--- src/rtl/nibble_xform_decoder_pkg.sv ---
// Shared decode definitions for the nibble transform decoder.
// The decode result is carried at a fixed maximum width so the same
// function serves any WIDTH below XF_MAX_W; callers keep the low bits.
package nibble_xform_decoder_pkg;

  localparam int XF_MAX_W = 32;

  typedef struct packed {
    logic [XF_MAX_W-1:0] data;
    logic                amb;
    logic                err;
  } xf_res_t;

  // Invert the forward transform (odd codes: +1, even codes: << shift).
  // Bits above 'width' in the result are always zero.
  function automatic xf_res_t xf_decode(input logic [XF_MAX_W-1:0] code,
                                        input int                  width,
                                        input int                  shift);
    xf_res_t             r;
    logic [XF_MAX_W-1:0] mask;
    logic [XF_MAX_W-1:0] sh;
    mask = {XF_MAX_W{1'b1}} >> (XF_MAX_W - width);
    sh   = (code & mask) >> shift;
    r    = '0;
    if (code[0]) begin
      r.data = (code - XF_MAX_W'(1)) & mask;
      r.amb  = 1'b0;
      r.err  = 1'b0;
    end else begin
      // The forward shift always produces odd data, so an even recovery
      // means the code could never have come out of the transform.
      r.data = sh & mask;
      r.amb  = 1'b1;
      r.err  = ~sh[0];
    end
    return r;
  endfunction

endpackage

--- src/rtl/nibble_xform_decoder_fifo.sv ---
// Small synchronous FIFO with registered occupancy. Full/empty are pure
// functions of the occupancy register, so the write side never sees a
// combinational path from the read handshake. The head word reads as zero
// while empty so the outputs come up clean out of reset.
module sync_fifo_small #(
  parameter int DEPTH = 2,
  parameter int DW    = 8
) (
  input  logic          clk,
  input  logic          rst,
  input  logic          wr_en_i,
  input  logic [DW-1:0] wr_data_i,
  input  logic          rd_en_i,
  output logic [DW-1:0] rd_data_o,
  output logic          full_o,
  output logic          empty_o
);

  localparam int PW = (DEPTH > 1) ? $clog2(DEPTH) : 1;
  localparam int CW = $clog2(DEPTH + 1);

  logic [DW-1:0] mem_q [DEPTH];
  logic [PW-1:0] wr_ptr_q, wr_ptr_d;
  logic [PW-1:0] rd_ptr_q, rd_ptr_d;
  logic [CW-1:0] cnt_q, cnt_d;
  logic          wr, rd;

  function automatic logic [PW-1:0] ptr_inc(input logic [PW-1:0] p);
    return (p == PW'(DEPTH - 1)) ? '0 : p + PW'(1);
  endfunction

  assign full_o    = (cnt_q == CW'(DEPTH));
  assign empty_o   = (cnt_q == '0);
  assign wr        = wr_en_i && !full_o;
  assign rd        = rd_en_i && !empty_o;
  assign rd_data_o = empty_o ? '0 : mem_q[rd_ptr_q];

  // Next pointers and occupancy; simultaneous push and pop cancel out.
  always_comb begin
    wr_ptr_d = wr_ptr_q;
    rd_ptr_d = rd_ptr_q;
    cnt_d    = cnt_q;
    if (wr) wr_ptr_d = ptr_inc(wr_ptr_q);
    if (rd) rd_ptr_d = ptr_inc(rd_ptr_q);
    case ({wr, rd})
      2'b10:   cnt_d = cnt_q + CW'(1);
      2'b01:   cnt_d = cnt_q - CW'(1);
      default: cnt_d = cnt_q;
    endcase
  end

  // Control state; reset empties the queue regardless of stored words.
  always_ff @(posedge clk or posedge rst) begin
    if (rst) begin
      wr_ptr_q <= '0;
      rd_ptr_q <= '0;
      cnt_q    <= '0;
    end else begin
      wr_ptr_q <= wr_ptr_d;
      rd_ptr_q <= rd_ptr_d;
      cnt_q    <= cnt_d;
    end
  end

  // Storage array; contents only matter once counted as occupied.
  always_ff @(posedge clk) begin
    if (wr) mem_q[wr_ptr_q] <= wr_data_i;
  end

endmodule

--- src/rtl/nibble_xform_decoder.sv ---
// Decoder for the increment/shift forward transform. Each accepted code is
// decoded combinationally and queued as {data, amb, err}; saturating
// statistics count accepted, ambiguous and illegal codes.
module nibble_xform_decoder
  import nibble_xform_decoder_pkg::*;
#(
  parameter int WIDTH       = 4,
  parameter int SHIFT_VALUE = 1,
  parameter int DEPTH       = 2,
  parameter int CNT_W       = 8
) (
  input  logic             clk,
  input  logic             rst,
  input  logic             in_valid,
  output logic             in_ready,
  input  logic [WIDTH-1:0] in_code,
  output logic             out_valid,
  input  logic             out_ready,
  output logic [WIDTH-1:0] out_data,
  output logic             out_amb,
  output logic             out_err,
  input  logic             clear,
  output logic [CNT_W-1:0] cnt_words,
  output logic [CNT_W-1:0] cnt_amb,
  output logic [CNT_W-1:0] cnt_err
);

  typedef struct packed {
    logic [WIDTH-1:0] data;
    logic             amb;
    logic             err;
  } entry_t;

  localparam int EW = $bits(entry_t);

  xf_res_t                   dec;
  logic [XF_MAX_W-1:WIDTH]   dec_hi_unused;
  entry_t                    wr_ent, rd_ent;
  logic [EW-1:0]             rd_raw;
  logic                      fifo_full, fifo_empty;
  logic                      acc;
  logic [CNT_W-1:0]          words_q, words_d;
  logic [CNT_W-1:0]          amb_q, amb_d;
  logic [CNT_W-1:0]          err_q, err_d;

  function automatic logic [CNT_W-1:0] sat_inc(input logic [CNT_W-1:0] v,
                                               input logic             en);
    return (en && (v != '1)) ? v + CNT_W'(1) : v;
  endfunction

  // Decode the incoming code; bits above WIDTH are zero by construction.
  always_comb begin
    dec           = xf_decode(XF_MAX_W'(in_code), WIDTH, SHIFT_VALUE);
    dec_hi_unused = dec.data[XF_MAX_W-1:WIDTH];
    wr_ent.data   = dec.data[WIDTH-1:0];
    wr_ent.amb    = dec.amb;
    wr_ent.err    = dec.err;
  end

  assign in_ready  = !fifo_full;
  assign out_valid = !fifo_empty;
  assign acc       = in_valid && in_ready;
  assign rd_ent    = entry_t'(rd_raw);
  assign out_data  = rd_ent.data;
  assign out_amb   = rd_ent.amb;
  assign out_err   = rd_ent.err;

  sync_fifo_small #(
    .DEPTH (DEPTH),
    .DW    (EW)
  ) u_fifo (
    .clk       (clk),
    .rst       (rst),
    .wr_en_i   (in_valid),
    .wr_data_i (wr_ent),
    .rd_en_i   (out_ready),
    .rd_data_o (rd_raw),
    .full_o    (fifo_full),
    .empty_o   (fifo_empty)
  );

  // Statistics next state; clear wins over a same-cycle accept.
  always_comb begin
    words_d = words_q;
    amb_d   = amb_q;
    err_d   = err_q;
    if (clear) begin
      words_d = '0;
      amb_d   = '0;
      err_d   = '0;
    end else if (acc) begin
      words_d = sat_inc(words_q, 1'b1);
      amb_d   = sat_inc(amb_q, wr_ent.amb);
      err_d   = sat_inc(err_q, wr_ent.err);
    end
  end

  // Statistics registers.
  always_ff @(posedge clk or posedge rst) begin
    if (rst) begin
      words_q <= '0;
      amb_q   <= '0;
      err_q   <= '0;
    end else begin
      words_q <= words_d;
      amb_q   <= amb_d;
      err_q   <= err_d;
    end
  end

  assign cnt_words = words_q;
  assign cnt_amb   = amb_q;
  assign cnt_err   = err_q;

endmodule

--- config.mk ---
export PLATFORM = sky130hd
export DESIGN_NAME = nibble_xform_decoder
export DESIGN_NICKNAME = d
export VERILOG_FILES = /design/src/rtl/nibble_xform_decoder_pkg.sv /design/src/rtl/nibble_xform_decoder_fifo.sv /design/src/rtl/nibble_xform_decoder.sv
export SDC_FILE = /design/constraint.sdc
export NUM_CORES = 1
export LEC_CHECK = 0
export ABC_AREA = 1
export CORE_MARGIN = 2
export CORE_UTILIZATION = 33
export CTS_CLUSTER_DIAMETER = 30
export CTS_CLUSTER_SIZE = 20
export DETAILED_ROUTE_END_ITERATION = 12
export PLACE_DENSITY_LB_ADDON = 0.2
export SETUP_SLACK_MARGIN = 0.3
export SLEW_MARGIN = 20
export SYNTH_ARGS = -nofsm -noshare
export SYNTH_HDL_FRONTEND = slang
export SYNTH_SLANG_ARGS = --single-unit
--- constraint.sdc ---
create_clock -name clk -period 1.9 [get_ports clk]
set_input_delay 0.38 -clock clk [delete_from_list [all_inputs] [get_ports clk]]
set_output_delay 0.38 -clock clk [all_outputs]
set_load 0.01 [all_outputs]
* After elaboration in Yosys (flattened, before gate mapping) *
Memories as Yosys holds them, arrays and structs flattened.
Index checks and enable logic that the tools add are counted.

storage, ports and cells
  flip-flop bits (word level) = 28
  latch bits = 0
  bits in writable memories = 12
  bits in read-only memories = 0
  input port bits = 9
  memories = 1

memories
  name          depth  width  rd ports  clocked after memory_dff  write ports  RTL line                         text
  u_fifo.mem_q  2      6      1         0                         1            nibble_xform_decoder_fifo.sv:22  logic [DW-1:0] mem_q [DEPTH];

cells by class
  $add $sub $neg = 8
  multiply operators = 0
  div/mod/pow operators = 0
  $lt $le $gt $ge = 0
  eq/ne operators = 6
  shift operators = 0
  mux-type cells = 16
  bitwise logic cells = 1
  reduce and logical (&&, ||, !) cells = 15

operator list
  operator               number
  $mux W8                9
  $add A8 B1 Y8 const B  3
  $ne A8 B8 Y1 const B   3
  $mux W6                2
  $reduce_bool A2 Y1     5
  $reduce_and A2 Y1      3
  $eq A2 B2 Y1 const B   2
  $logic_and A1 B1 Y1    4
  $mux W1                4
  $pmux W2 S2            1
  $sub A4 B1 Y4 const B  1
  $add A1 B1 Y1 const B  2
  $add A2 B1 Y2 const B  1
  $eq A2 B1 Y1 const B   1
  $logic_not A1 Y1       2
  $logic_not A2 Y1       1
  $sub A2 B1 Y2 const B  1
  $not A1 Y1             1

* Logic depth before layout (Yosys ltp) *
  depth in word-level cells = 6
  gate-level depth with buffers = 8
  mapped depth without buffers = 8

* By module *
From an unflattened synthesis, not the netlist that was laid out.

unflattened totals
  cells, all modules = 290
  area total of the unflattened synthesis = 2,220.9 sq um

modules (own cells, without submodules)
  module                instances  cells each  area an instance (sq um)  seq. area each (sq um)
  nibble_xform_decoder  1          226         1,540.2                   600.6
  sync_fifo_small       1          64          680.7                     460.4

* Least setup slack after synthesis *
No wires, ideal clock.

  path kind = reg-to-reg
  start point = register u_fifo.cnt_q[1]
  end point = register u_fifo.cnt_q[1]
  setup time = 0.125 ns
  data arrival time = 1.474 ns
  data required time = 1.775 ns
  setup slack = 0.301 ns
  cell stages (with the launch flop) = 7
  buffers on the path = 0
  cells stage by stage = dfrtp_1 nor2_1 nor2_1 ha_1 a21oi_1 o21ai_0 xnor2_1

between the ends
  longest elaborated chain between the ends = 5
  elaborated cells between the ends (all ways) = 12

ends and longest elaborated chain
  item                                                      RTL line                         text
  start: declaration                                        nibble_xform_decoder_fifo.sv:25  logic [CW-1:0] cnt_q, cnt_d;
  start signal: assignment                                  nibble_xform_decoder_fifo.sv:61  cnt_q <= cnt_d;
  $logic_not A2 Y1 (*)                                      nibble_xform_decoder_fifo.sv:33  assign empty_o = (cnt_q == '0);
  $logic_not A1 Y1 (*)                                      nibble_xform_decoder_fifo.sv:35  assign rd = rd_en_i && !empty_o;
  $logic_and A1 B1 Y1 (*)                                   nibble_xform_decoder_fifo.sv:35
  via u_fifo.rd                                             nibble_xform_decoder_fifo.sv:26  logic wr, rd;
  $eq A2 B1 Y1 / $eq A2 B2 Y1 (equally long branches)       nibble_xform_decoder_fifo.sv:45  case ({wr, rd})
  $pmux W2 S2 / $reduce_bool A2 Y1 (equally long branches)  n/a

The timed path passes the listed nets; every way through them passes the cells marked *.
A chain may end at the register's enable or synchronous reset.

* Worst setup path after layout *
  start point = register u_fifo.rd_ptr_q
  end point = output out_amb

between the ends
  longest elaborated chain between the ends = 2

ends and longest elaborated chain
  item                      RTL line                         text
  start: declaration        nibble_xform_decoder_fifo.sv:24  logic [PW-1:0] rd_ptr_q, rd_ptr_d;
  start signal: assignment  nibble_xform_decoder_fifo.sv:60  rd_ptr_q <= rd_ptr_d;
  $mem_v2 Z2 W6             n/a
  $mux W6                   nibble_xform_decoder_fifo.sv:36  assign rd_data_o = empty_o ? '0 : mem_q[rd_ptr_q];
  end: declaration          nibble_xform_decoder.sv:20       output logic out_amb,

Every way passes these cells.

==> results.json <==
{
  "status": "complete, but fails checks",
  "violations": "design-rule violations",
  "setup_tns_ns": 0,
  "root_buffer": "clkbuf_8",
  "grt_pass1_wl_um": 8473,
  "synth_common_cells": "nand2_1, dfrtp_1, nand3_1",
  "drt_wl_total_um": 4950,
  "syn_inst": 266,
  "worst_pin_slew_ns": 0.3868,
  "cpMaxStageDelayCell": "dfrtp_2",
  "yosys.cell_count.top_type": "nand2_1",
  "hold_buffers": 0,
  "die_x_um": 85.88,
  "syn2layout_area_growth_pct": 40.38,
  "p_per_area_nw_per_um2": 861.4,
  "drc": 3,
  "power.combinational.fraction_pct": 36.3,
  "fmax_mhz": 634.1,
  "avgSynthCellArea_sq_um": 8.316,
  "max_stage_delay_ns": 0.48,
  "grt_max_degree": 29,
  "ios": 41,
  "clock_latency_ns": 0.29,
  "p_sw_share_pct": 35.57,
  "r2r-end": "cnt_err[4]",
  "clk_transition_reported_paths_ns": 0.09,
  "setup_ws_ns": 0.3229,
  "htreeDepth": 2,
  "synth_edf_count": 12,
  "synthArstFlopShare_pct": 70.00,
  "clock-skew-final_ns": 0.006703,
  "report.final.setup_viol": 0,
  "cp-start-kind": "flop",
  "drv_slew": 0,
  "ys_seq_area_share_pct": 47.96,
  "pwr-share-clk_pct": 21.3,
  "num_vias": 1914,
  "first_global_vias": 1829,
  "p_leak_nw": 1.725,
  "place_ws_ns": 0.03419,
  "ant_nets": 0,
  "synth_flop_cell": "dfrtp_1",
  "rsz0062_at_grt": "yes",
  "slew_headroom_pct": 74.21,
  "antennaDiodeCount": 0,
  "drive_gt1_share_pct": 25.43,
  "dieArea_sq_um": 7375,
  "die-height_um": 85.88,
  "worstPathArrival_ns": 1.20,
  "critPathMaxFanout": 6,
  "yosysWarnings": 0,
  "cts_buffer_depth": 2,
  "vdd_drop_max_v": 0.0003246,
  "p_sw_mw": 0.9514,
  "wl_per_cell_um": 11.70,
  "required_ns": 1.52,
  "fillerInstances": 640,
  "final.min_clock_period_ns": 1.577,
  "ff2ff_path_depth": 7,
  "end_kind": "primary output",
  "period_share_pct": 83.00,
  "cts.sinks": 40,
  "dp_hpwl_um": 3308,
  "worst-setup-path-type": "flop to primary output",
  "routed_via_density": 4.525,
  "fp.coreArea_sq_um": 6422,
  "netlist_area_sq_um": 2212,
  "synth_largest_area_cell": "dfrtp_1",
  "globalplace.congestion": 0.7950,
  "drtPass1Iterations": 10,
  "reg2reg_slack_ns": 0.40,
  "finalHoldViolCount": 0,
  "grt.total_usage_pct": 14.38,
  "ys_types": 28,
  "synthDominantCellAreaShare_pct": 31.67,
  "min-delay-path-class": "input pin to async pin",
  "synthTopCellsByArea": "dfrtp_1, edfxtp_1, nand2_1",
  "cts_tree": "done",
  "synth_seq_cells": 40,
  "syn-num-nets": 279,
  "drv_cap": 0,
  "drt_iter0_drc": 102,
  "timing.rr.start": "cnt_err[0]",
  "start_util_pct": 34.44,
  "intPower_mw": 1.724,
  "fin_nets": 358,
  "row_count": 29,
  "antenna_found_initial": 0,
  "grt_overflow": 0,
  "port_buffers": 40,
  "cts_buffers": 5,
  "crit_chain": "inv_4 -> nand2_1 -> a21oi_2 -> buf_2",
  "whs_ns": 0.4535,
  "pwr-share-seq_pct": 42.3
}
kinds of logic after synthesis:
group | after synthesis | synth area share (%)
flip-flops | 40 | 47.96
adder cells (fa/ha/maj) | 4 | 2.263
XOR/XNOR | 12 | 4.751
AND/OR/NAND/NOR | 159 | 34.39
buffers and inverters | 33 | 5.939
AO/OA/AOI/OAI | 18 | 4.695
repair_timing:
item                       CTS  global route
gates resized for setup     37            37
buffers inserted            22             3
setup endpoints to repair   34            30
gates cloned                 0             1
pin swaps                    1             9
worst max path at each step:
stage	from	slack, ns	end	cells after the start
after floorplan	u_fifo.cnt_q[1]	0.30	u_fifo.cnt_q[1]	6
after global placement	u_fifo.cnt_q[1]	0.1	out_data[1]	3
after CTS	u_fifo.rd_ptr_q	0.18	out_data[1]	4
after detailed placement	u_fifo.cnt_q[1]	0.03	u_fifo.cnt_q[1]	6
after global routing	u_fifo.rd_ptr_q	0.25	out_data[2]	4
final	u_fifo.rd_ptr_q	0.32	out_amb	4
critical path, delay by kind of cell (launching register included):
kind / cells / cell delay (ns)
compound gates: 1 / 0.12
buf+inv: 2 / 0.24
simple gates: 1 / 0.06
flops: 1 / 0.48
state kept, by name, indices dropped and copies added, names as in the netlist:
name / cells
cnt_err: 8
u_fifo.wr_ptr_q: 1
cnt_words: 8
cnt_amb: 8
u_fifo.mem_q: 12
u_fifo.cnt_q: 2
u_fifo.rd_ptr_q: 1
routing by layer:
metal | share of wire (%) | global-route usage [%] | routed length, um
met4 | 1.1 | 4.329 | 55
met3 | 3.7 | 2.599 | 183
met5 | 0 | 0 | 0
met1 | 51 | 20.52 | 2539
met2 | 44 | 22.27 | 2172
layout by cell type (no fill, tap or decap):
cell type and count:
nand2_1 81, buf_4 31, nand3_1 28, inv_1 25, nor2_1 23, dfrtp_1 23
dlymetal6s2s_1 13, clkdlybuf4s50_1 12, edfxtp_1 12, xor2_1 8, dlygate4sd2_1 8, buf_2 7
o21ai_0 6, nor2_2 5, nand2_2 5, clkbuf_8 5, dfrtp_2 5, a21oi_1 4
xnor2_1 4, nand4_1 4, a21oi_2 4, buf_6 4, nand2_4 3, clkinv_2 3
nor2_4 3, inv_2 2, nand3_4 2, o21ai_1 2, nor2_8 2, nor3_1 2
ha_1 2, a21oi_4 1, o211ai_1 1, nand3_2 1, inv_4 1, or2_2 1
ha_2 1, ha_4 1, clkinv_4 1
per-stage QoR:
| stage | total power, mW | cell area [sq um] | utilization (%) | cells |
|---|---|---|---|---|
| after global routing | 2.862 | 3105 | 48.35 | 423 |
| after global placement | 2.010 | 2763 | 43.02 | 389 |
| after detailed placement | 2.020 | 2763 | 43.02 | 389 |
| after CTS | 2.639 | 3018 | 46.99 | 419 |
| after floorplan | 1.613 | 2212 | - | 266 |
| final | 2.675 | 3105 | 48.35 | 423 |
power groups by stage:
| stage | combinational, mW | clock [mW] | sequential (mW) |
|---|---|---|---|
| 4_1_cts | 0.928 | 0.589 | 1.12 |
| 3_5_place_dp | 0.887 | 0 | 1.13 |
| 2_1_floorplan | 0.502 | 0 | 1.11 |
| 5_1_grt | 1.08 | 0.638 | 1.15 |
| 6_report | 0.972 | 0.571 | 1.13 |
| 3_3_place_gp | 0.882 | 0 | 1.13 |
cell type report:
class / count / area [sq um] / area share (%)
repair buffers: 75 / 665.6 / 21.43
well taps: 77 / 96.34 / 3.102
inverters: 29 / 112.6 / 3.626
multi-input cells: 194 / 1076 / 34.65
flip-flops and latches: 40 / 1067 / 34.37
clock buffers: 5 / 68.82 / 2.216
clock inverters: 3 / 18.77 / 0.6044
Power figures use the tool's default switching activity.
